[config.mk]
export PLATFORM = sky130hd
export DESIGN_NAME = button_debounce_repeat
export DESIGN_NICKNAME = d
export VERILOG_FILES = /design/src/rtl/button_debounce_repeat_pkg.sv /design/src/rtl/button_debounce_repeat_sync_2ff.sv /design/src/rtl/button_debounce_repeat.sv
export SDC_FILE = /design/constraint.sdc
export NUM_CORES = 1
export LEC_CHECK = 0
export BUFFER_PORTS_ARGS = -buffer_cell sky130_fd_sc_hd__buf_2
export CAP_MARGIN = 20
export CORE_MARGIN = 3
export CORE_UTILIZATION = 50
export DETAILED_ROUTE_END_ITERATION = 12
export PLACE_DENSITY = 0.72
export SKIP_CTS_REPAIR_TIMING = 1
export SLEW_MARGIN = 15
export SYNTH_ARGS = -nofsm -noshare
export SYNTH_HDL_FRONTEND = slang
export SYNTH_SLANG_ARGS = --single-unit
[constraint.sdc]
create_clock -name clk -period 5.5 [get_ports clk]
set_input_delay 1.1 -clock clk [delete_from_list [all_inputs] [get_ports clk]]
set_output_delay 1.1 -clock clk [all_outputs]
set_load 0.005 [all_outputs]
[src/rtl/button_debounce_repeat_pkg.sv]
// Shared definitions for the push-button conditioner: FSM state encoding
// and elaboration-time sizing helpers.
package button_debounce_repeat_pkg;

  typedef enum logic [1:0] {
    RELEASED      = 2'd0,
    CHECK_PRESS   = 2'd1,
    PRESSED       = 2'd2,
    CHECK_RELEASE = 2'd3
  } state_e;

  // Number of bits needed to hold values 0 .. v-1.
  function automatic int clog2(input int v);
    int     r;
    longint x;
    r = 0;
    x = 1;
    while (x < longint'(v)) begin
      x = x << 1;
      r++;
    end
    return r;
  endfunction

  function automatic int max2(input int a, input int b);
    return (a > b) ? a : b;
  endfunction

endpackage

[src/rtl/button_debounce_repeat_sync_2ff.sv]
// Two-stage synchronizer for the raw button pin; both stages clear on reset
// so a button held through reset is seen as a fresh press.
module sync_2ff (
  input  logic clk,
  input  logic rst,
  input  logic d,
  output logic q
);

  logic s1_q;
  logic s_q;

  always_ff @(posedge clk) begin
    if (rst) begin
      s1_q <= 1'b0;
      s_q  <= 1'b0;
    end else begin
      s1_q <= d;
      s_q  <= s1_q;
    end
  end

  assign q = s_q;

endmodule

[src/rtl/button_debounce_repeat.sv]
// Push-button conditioner: synchronize, debounce with a stability counter,
// and emit a clean level plus one-cycle press/release/auto-repeat strobes.
module button_debounce_repeat
  import button_debounce_repeat_pkg::*;
#(
  parameter int STABLE_CYCLES = 500000,
  parameter int REPEAT_DELAY  = 50000000,
  parameter int REPEAT_PERIOD = 10000000
) (
  input  logic clk,
  input  logic rst,
  input  logic btn_in,
  output logic btn_level,
  output logic press_pulse,
  output logic release_pulse,
  output logic repeat_pulse
);

  localparam int CNT_W = clog2(STABLE_CYCLES);
  localparam int REP_W = clog2(max2(REPEAT_DELAY, REPEAT_PERIOD) + 1);
  localparam bit REP_EN = (REPEAT_DELAY != 0);

  localparam logic [CNT_W-1:0] CNT_LAST    = CNT_W'(STABLE_CYCLES - 1);
  localparam logic [REP_W-1:0] DELAY_LAST  = REP_W'(REP_EN ? REPEAT_DELAY - 1 : 0);
  localparam logic [REP_W-1:0] PERIOD_LAST = REP_W'(REPEAT_PERIOD - 1);

  logic             btn_s;
  state_e           state_q,   state_d;
  logic [CNT_W-1:0] cnt_q,     cnt_d;
  logic [REP_W-1:0] rep_cnt_q, rep_cnt_d;
  logic             first_q,   first_d;
  logic             level_q,   level_d;
  logic             press_q,   press_d;
  logic             release_q, release_d;
  logic             repeat_q,  repeat_d;
  logic             rep_hit;

  sync_2ff u_sync (
    .clk (clk),
    .rst (rst),
    .d   (btn_in),
    .q   (btn_s)
  );

  // The first repeat waits the long delay; later ones use the short period.
  always_comb begin
    rep_hit = first_q ? (rep_cnt_q == DELAY_LAST) : (rep_cnt_q == PERIOD_LAST);
  end

  always_comb begin
    state_d   = state_q;
    cnt_d     = cnt_q;
    rep_cnt_d = rep_cnt_q;
    first_d   = first_q;
    level_d   = level_q;
    press_d   = 1'b0;
    release_d = 1'b0;
    repeat_d  = 1'b0;

    case (state_q)
      RELEASED: begin
        if (btn_s) begin
          state_d = CHECK_PRESS;
          cnt_d   = '0;
        end
      end

      CHECK_PRESS: begin
        if (!btn_s) begin
          state_d = RELEASED;
        end else if (cnt_q == CNT_LAST) begin
          state_d   = PRESSED;
          press_d   = 1'b1;
          level_d   = 1'b1;
          rep_cnt_d = '0;
          first_d   = 1'b1;
        end else begin
          cnt_d = cnt_q + 1'b1;
        end
      end

      PRESSED: begin
        if (!btn_s) begin
          state_d = CHECK_RELEASE;
          cnt_d   = '0;
        end else if (REP_EN) begin
          if (rep_hit) begin
            repeat_d  = 1'b1;
            rep_cnt_d = '0;
            first_d   = 1'b0;
          end else begin
            rep_cnt_d = rep_cnt_q + 1'b1;
          end
        end
      end

      // rep_cnt is left untouched here so a short release glitch does not
      // disturb the auto-repeat schedule.
      CHECK_RELEASE: begin
        if (btn_s) begin
          state_d = PRESSED;
        end else if (cnt_q == CNT_LAST) begin
          state_d   = RELEASED;
          release_d = 1'b1;
          level_d   = 1'b0;
        end else begin
          cnt_d = cnt_q + 1'b1;
        end
      end

      default: begin
        state_d = RELEASED;
      end
    endcase
  end

  always_ff @(posedge clk) begin
    if (rst) begin
      state_q   <= RELEASED;
      cnt_q     <= '0;
      rep_cnt_q <= '0;
      first_q   <= 1'b0;
      level_q   <= 1'b0;
      press_q   <= 1'b0;
      release_q <= 1'b0;
      repeat_q  <= 1'b0;
    end else begin
      state_q   <= state_d;
      cnt_q     <= cnt_d;
      rep_cnt_q <= rep_cnt_d;
      first_q   <= first_d;
      level_q   <= level_d;
      press_q   <= press_d;
      release_q <= release_d;
      repeat_q  <= repeat_d;
    end
  end

  assign btn_level     = level_q;
  assign press_pulse   = press_q;
  assign release_pulse = release_q;
  assign repeat_pulse  = repeat_q;

endmodule

== Yosys cells after proc, flatten, opt, wreduce, memory -nomap -nowiden ==
Index checks and enable logic that the tools add are counted.

* $add $sub $neg: 2
* Multipliers: 0
* Div/mod/pow operators: 0
* Magnitude comparators: 0
* Equality and inequality tests: 16
* Shift operators: 0
* Multiplexer cells: 29
* Bitwise gates (word level): 4
* Reduce and logical (&&, ||, !) cells: 11

{| class="wikitable"
|+ Operators with widths
! operator !! count
|-
| $mux 26 || 4
|-
| $mux 19 || 5
|-
| $pmux 19 s4 || 1
|-
| $pmux 26 s2 || 1
|-
| $add 26x1->26 const B || 1
|-
| $eq 26x24->1 const B || 1
|-
| $eq 26x26->1 const B || 1
|-
| $add 19x1->19 const B || 1
|-
| $eq 19x19->1 const B || 1
|-
| $mux 2 || 6
|-
| $reduce_and 4->1 || 3
|-
| $ne 2x2->1 const B || 5
|-
| $reduce_and 5->1 || 2
|-
| $mux 1 || 9
|-
| $reduce_or 3->1 || 3
|-
| $pmux 2 s4 || 1
|-
| $ne 2x1->1 const B || 3
|-
| $eq 2x2->1 const B || 2
|-
| $not 1->1 || 4
|-
| $pmux 1 s2 || 2
|-
| $reduce_bool 2->1 || 2
|-
| $ne 3x2->1 const B || 1
|-
| $ne 3x3->1 const B || 1
|-
| $eq 2x1->1 const B || 1
|-
| $logic_not 2->1 || 1
|}

* Flip-flop bits (word level): 54
* Bits in latches: 0
* Bits in writable memories: 0
* ROM bits: 0
* Input port bits: 3
* Output and inout bits: 4
* Logic and storage cells: 72
* Memories: 0

== Depth between registers and ports, before layout ==
* Depth after elaboration: 5
* Gate-level depth with buffers: 8
* Mapped depth without buffers: 6

== Modules after synthesis ==
From an unflattened synthesis, not the netlist that was laid out.

* Cells, all modules: 331
* Area total of the unflattened synthesis: 2720.1 sq um

{| class="wikitable"
|+ By module, submodules not included
! module !! instances !! cells an instance !! area an instance (sq um) !! seq. area each (sq um)
|-
| button_debounce_repeat || 1 || 327 || 2667.6 || 1041.0
|-
| sync_2ff || 1 || 4 || 52.6 || 40.0
|}

== Least setup slack after synthesis ==
OpenSTA, ideal clock, no wires.

* Kind: reg-to-reg
* Start point: reg rep_cnt_q[10]
* End point: reg first_q
* Library setup time: 0.119 ns
* Arrival time: 1.986 ns
* Data required time: 5.381 ns
* Slack: 3.394 ns
* Stages on the path, launching flop included: 7
* Path buffers: 1
* Clock period less this slack: 2.106 ns
* Path through: dfxtp_1 > nand4b_1 > or4b_1 > a2111o_1 > a21oi_2 > buf_4 > o21bai_1

* Word-level cells in the longest chain between the ends: 4
* Elaborated cells between the ends (all ways): 5
* Classes of those cells: eq/ne: 3; mux: 1; reduce/logical: 1

{| class="wikitable"
|+ Ends and longest elaborated chain
! item !! RTL line !! RTL
|-
| start: declaration || button_debounce_repeat.sv:30 || <nowiki>logic [REP_W-1:0] rep_cnt_q, rep_cnt_d;</nowiki>
|-
| start signal: assignment || button_debounce_repeat.sv:130 || <nowiki>rep_cnt_q <= rep_cnt_d;</nowiki>
|-
| $eq 26x24->1 / $eq 26x26->1 (equally long branches) || button_debounce_repeat.sv:47 || <nowiki>rep_hit = first_q ? (rep_cnt_q == DELAY_LAST) : (rep_cnt_q == PERIOD_LAST);</nowiki>
|-
| $mux 1 (*) || button_debounce_repeat.sv:47 ||
|-
| $ne 2x2->1 (no line) (*) || -- ||
|-
| $reduce_and 5->1 (no line) (*) || -- ||
|-
| end signal: assignment || button_debounce_repeat.sv:131 || <nowiki>first_q <= first_d;</nowiki>
|-
| end: declaration || button_debounce_repeat.sv:31 || <nowiki>logic first_q, first_d;</nowiki>
|}

Every way passes the cells marked *; elsewhere a longest branch is shown, timed or not.
A chain may end at the register's enable or synchronous reset.

== Worst setup path in the final report ==
* Start point: reg rep_cnt_q[0]
* End point: reg rep_cnt_q[20]

* Word-level cells in the longest chain between the ends: 5
* Elaborated cells between the ends (all ways): 7
* Classes of those cells: add/sub: 1; eq/ne: 2; mux: 4

{| class="wikitable"
|+ Ends and longest elaborated chain
! item !! RTL line !! RTL
|-
| branches (longest 2 deep; another with $add 26x1->26) || -- ||
|-
| $mux 26 (*) || button_debounce_repeat.sv:87 || <nowiki>if (rep_hit) begin</nowiki>
|-
| $mux 26 (*) || button_debounce_repeat.sv:83 || <nowiki>if (!btn_s) begin</nowiki>
|-
| $pmux 26 s2 (*) || button_debounce_repeat.sv:60 || <nowiki>case (state_q)</nowiki>
|}

Every way passes the cells marked *. The select of a mux whose other input is x is not followed.

==> flow_summary.json <==
{
  "slew_headroom": 0.4443,
  "portBuffers": 6,
  "critPathKind": "flip-flop to flip-flop",
  "ir_drop_v": 0.0001208,
  "fin_area_sq_um": 3008,
  "place_area_sq_um": 2870,
  "vias": 2396,
  "antenna_found_initial": 0,
  "slew_viol_final": 0,
  "wl_per_cell_um": 15.62,
  "synth_cell_types": 51,
  "p_per_area_nw_per_um2": 242.3,
  "diodes": 0,
  "synth_largest_area_cell": "dfxtp_1",
  "crit_chain": "ha_1 -> nand3_1 -> a2111o_1 -> a21oi_2 -> buf_4 -> a211oi_1",
  "totalWireLength_um": 5966,
  "synth_top_family_by_area": "simple AND/OR/NAND/NOR gates",
  "max-clock-path-buffers": 2,
  "setup_violations": 0,
  "fin_crit_ps": 2962,
  "synth_cells": 315,
  "critPathMaxFanout": 19,
  "grt-ovfl-total": 0,
  "synth_ff_type": "dfxtp_1",
  "root_buffer": "clkbuf_8",
  "nNetsFinal": 316,
  "cpPeakStageDelay_ps": 630,
  "synth-compound-area-share": 0.2036,
  "io_pins": 7,
  "hold_path.class": "flip-flop to flip-flop",
  "drcViolationCount": 0,
  "dieArea_sq_um": 6605,
  "synth_xor_area_frac": 0.03710,
  "netlist.area_leader.share": 0.3816,
  "syn_area_sq_um": 2833,
  "grt_usage": 0.1974,
  "worstMarginPinSlew_ps": 833.6,
  "final_antenna_net_count": 0,
  "setup_tns_ps": 0,
  "coreArea_sq_um": 5303,
  "synth_adder_area_share": 0.008834,
  "crit_path_start_kind": "flip-flop",
  "die_w_um": 81.27,
  "cts_tree": "done",
  "vias_per_cell": 6.272,
  "total_leakage_power_nw": 0.8956,
  "fmax_ghz": 0.3376,
  "syn_nets": 320,
  "drtIter0Drc": 154,
  "muxShareOfSynthArea": 0.01413,
  "clkTransAtPathRegs_ps": 100,
  "period_share": 0.5386,
  "gp_congestion": 0.8638,
  "postSynth.asyncResetShare": 0,
  "clock_latency_ps": 310,
  "finalHoldViolCount": 0,
  "hold_slack_ps": 465.3,
  "yosys.area_share.simple": 0.3145,
  "clock-sinks": 54,
  "grt_pass1_vias": 2243,
  "rsz0062_at_grt": "false",
  "grt_pass1_wl_um": 10400,
  "core.rowCount": 26,
  "avgSynthCellArea_sq_um": 8.993,
  "required_ps": 5660,
  "maxCapViolCount": 0,
  "end_kind": "flip-flop",
  "crit_arrival_ps": 3120,
  "outcome": "finished clean",
  "htreeDepth": 2,
  "hpwl_um": 3944,
  "drive_above_1_share": 0.1218,
  "drtPass1Iterations": 4,
  "filler_cell_count": 477,
  "area_growth_pct": 6.184,
  "synth_area_leaders": "dfxtp_1 (38%), a211oi_2 (5.3%), or4_1 (4.8%), o31ai_1 (4.2%), xnor2_1 (3.4%)",
  "die_h_um": 81.27,
  "cts_buffers": 5,
  "skew_ps": 9.271,
  "synth_warnings": 0,
  "ys_seq_area_frac": 0.3816,
  "grt_max_degree": 52,
  "synth_seq_cells": 54,
  "initial_core_util": 0.5342,
  "crit_slowest_cell": "a2111o_1",
  "synth-edff-count": 0
}
-- kinds of logic (layout without fill, tap and decap cells) --
logic type               Yosys count  in the layout
AND/OR/NAND/NOR                  146            146
AO/OA/AOI/OAI                     73             73
flip-flops                        54             54
buffers and inverters             24             21
XOR/XNOR                          12             12
multiplexers                       4              4
adder cells (fa/ha/maj)            2              2
-- per-stage QoR --
| step | worst slack, ps | cells | total power [mW] | util |
|---|---|---|---|---|
| finish | 2538 | 382 | 0.7289 | 0.5672 |
| global route | 2324 | 382 | 0.7513 | 0.5672 |
| CTS | 2524 | 382 | 0.7334 | 0.5672 |
| detailed placement | 2542 | 374 | 0.4209 | 0.5413 |
| global placement | 2655 | 374 | 0.4208 | 0.5413 |
| floorplan | 3394 | 315 | 0.4166 | - |
-- Yosys cell counts, types with 3 or more instances --
cell	n
mux2i_1	4
nor2_1	20
nand3_1	17
nor4b_1	5
and4_1	5
nand2_1	19
and2_1	6
nor4_1	7
a21oi_1	5
dfxtp_1	54
a211oi_1	12
or3_1	14
or2_2	4
clkbuf_1	14
nor2b_1	3
a211oi_2	12
or4_1	18
o21ai_0	12
xnor2_1	11
nand4b_1	4
o31ai_1	16
nand4_1	9
inv_1	5
-- cells in the final DEF, fill, tap and decap left out, types with 3 or more instances in the layout --
| cell | synthesis | routed |
|---|---|---|
| o21ai_0 | 12 | 12 |
| nand4b_1 | 4 | 4 |
| or2_2 | 4 | 4 |
| inv_1 | 5 | 5 |
| nand3_1 | 17 | 17 |
| or3_1 | 14 | 14 |
| or4_1 | 18 | 18 |
| o31ai_1 | 16 | 16 |
| nor2_1 | 20 | 20 |
| nor4b_1 | 5 | 5 |
| buf_2 | 0 | 6 |
| dfxtp_1 | 54 | 54 |
| a21oi_1 | 5 | 5 |
| nand4_1 | 9 | 9 |
| nor4_1 | 7 | 7 |
| nor2b_1 | 3 | 3 |
| a211oi_1 | 12 | 12 |
| and4_1 | 5 | 5 |
| clkbuf_8 | 0 | 5 |
| and2_1 | 6 | 6 |
| mux2i_1 | 4 | 4 |
| nand2_1 | 19 | 19 |
| xnor2_1 | 11 | 11 |
| a211oi_2 | 12 | 12 |
-- area by class of cell --
cell class | count | area, sq um | share of cell area
multi-input combinational | 237 | 1638 | 0.5445
sequential | 54 | 1081 | 0.3594
timing repair buffer | 8 | 45.04 | 0.01498
inverter | 5 | 18.77 | 0.006240
clock buffer | 5 | 68.82 | 0.02288
tap | 70 | 87.58 | 0.02912
clock inverter | 3 | 68.82 | 0.02288
-- worst paths after layout --
kind | slack (ps) | depth (start not counted) | from | end
max | 2540 | 6 | rep_cnt_q[0]$_SDFFE_PP0P_ | rep_cnt_q[20]$_SDFFE_PP0P_
min | 470 | 1 | u_sync.s1_q$_SDFF_PP0_ | u_sync.q$_SDFF_PP0_
max reg2reg | 2540 | 6 | rep_cnt_q[0]$_SDFFE_PP0P_ | rep_cnt_q[20]$_SDFFE_PP0P_
min reg2reg | 470 | 1 | u_sync.s1_q$_SDFF_PP0_ | u_sync.q$_SDFF_PP0_
-- state kept, by name, indices dropped and copies added, names as in the netlist, named ones only --
register       count
first_q            1
press_pulse        1
rep_cnt_q         26
btn_level          1
u_sync.q           1
cnt_q             19
repeat_pulse       1
release_pulse      1
state_q            1
u_sync.s1_q        1
-- worst max-delay path, delay by kind of cell, from the launching register on --
family                     cells  cell delay (ps)
and+or+nand+nor                1              510
adders and majority gates      1              240
AOI/OAI and AO/OA              3             1260
buffers and inverters          1              370
DFF                            1              420
-- where the power goes --
| part | switching, mW | internal (mW) |
|---|---|---|
| clock | 0.135 | 0.182 |
| combinational | 0.0108 | 0.00554 |
| sequential | 0.00257 | 0.393 |
| total | 0.148 | 0.581 |
-- metal layers --
layer / GRT usage / wire (um) / part of all wire
met1: 0.2825 / 3092 / 0.52
met2: 0.2956 / 2640 / 0.44
met3: 0.03991 / 171 / 0.029
met4: 0.06250 / 60 / 0.010
met5: 0 / 0 / 0
Power figures use the tool's default switching activity.
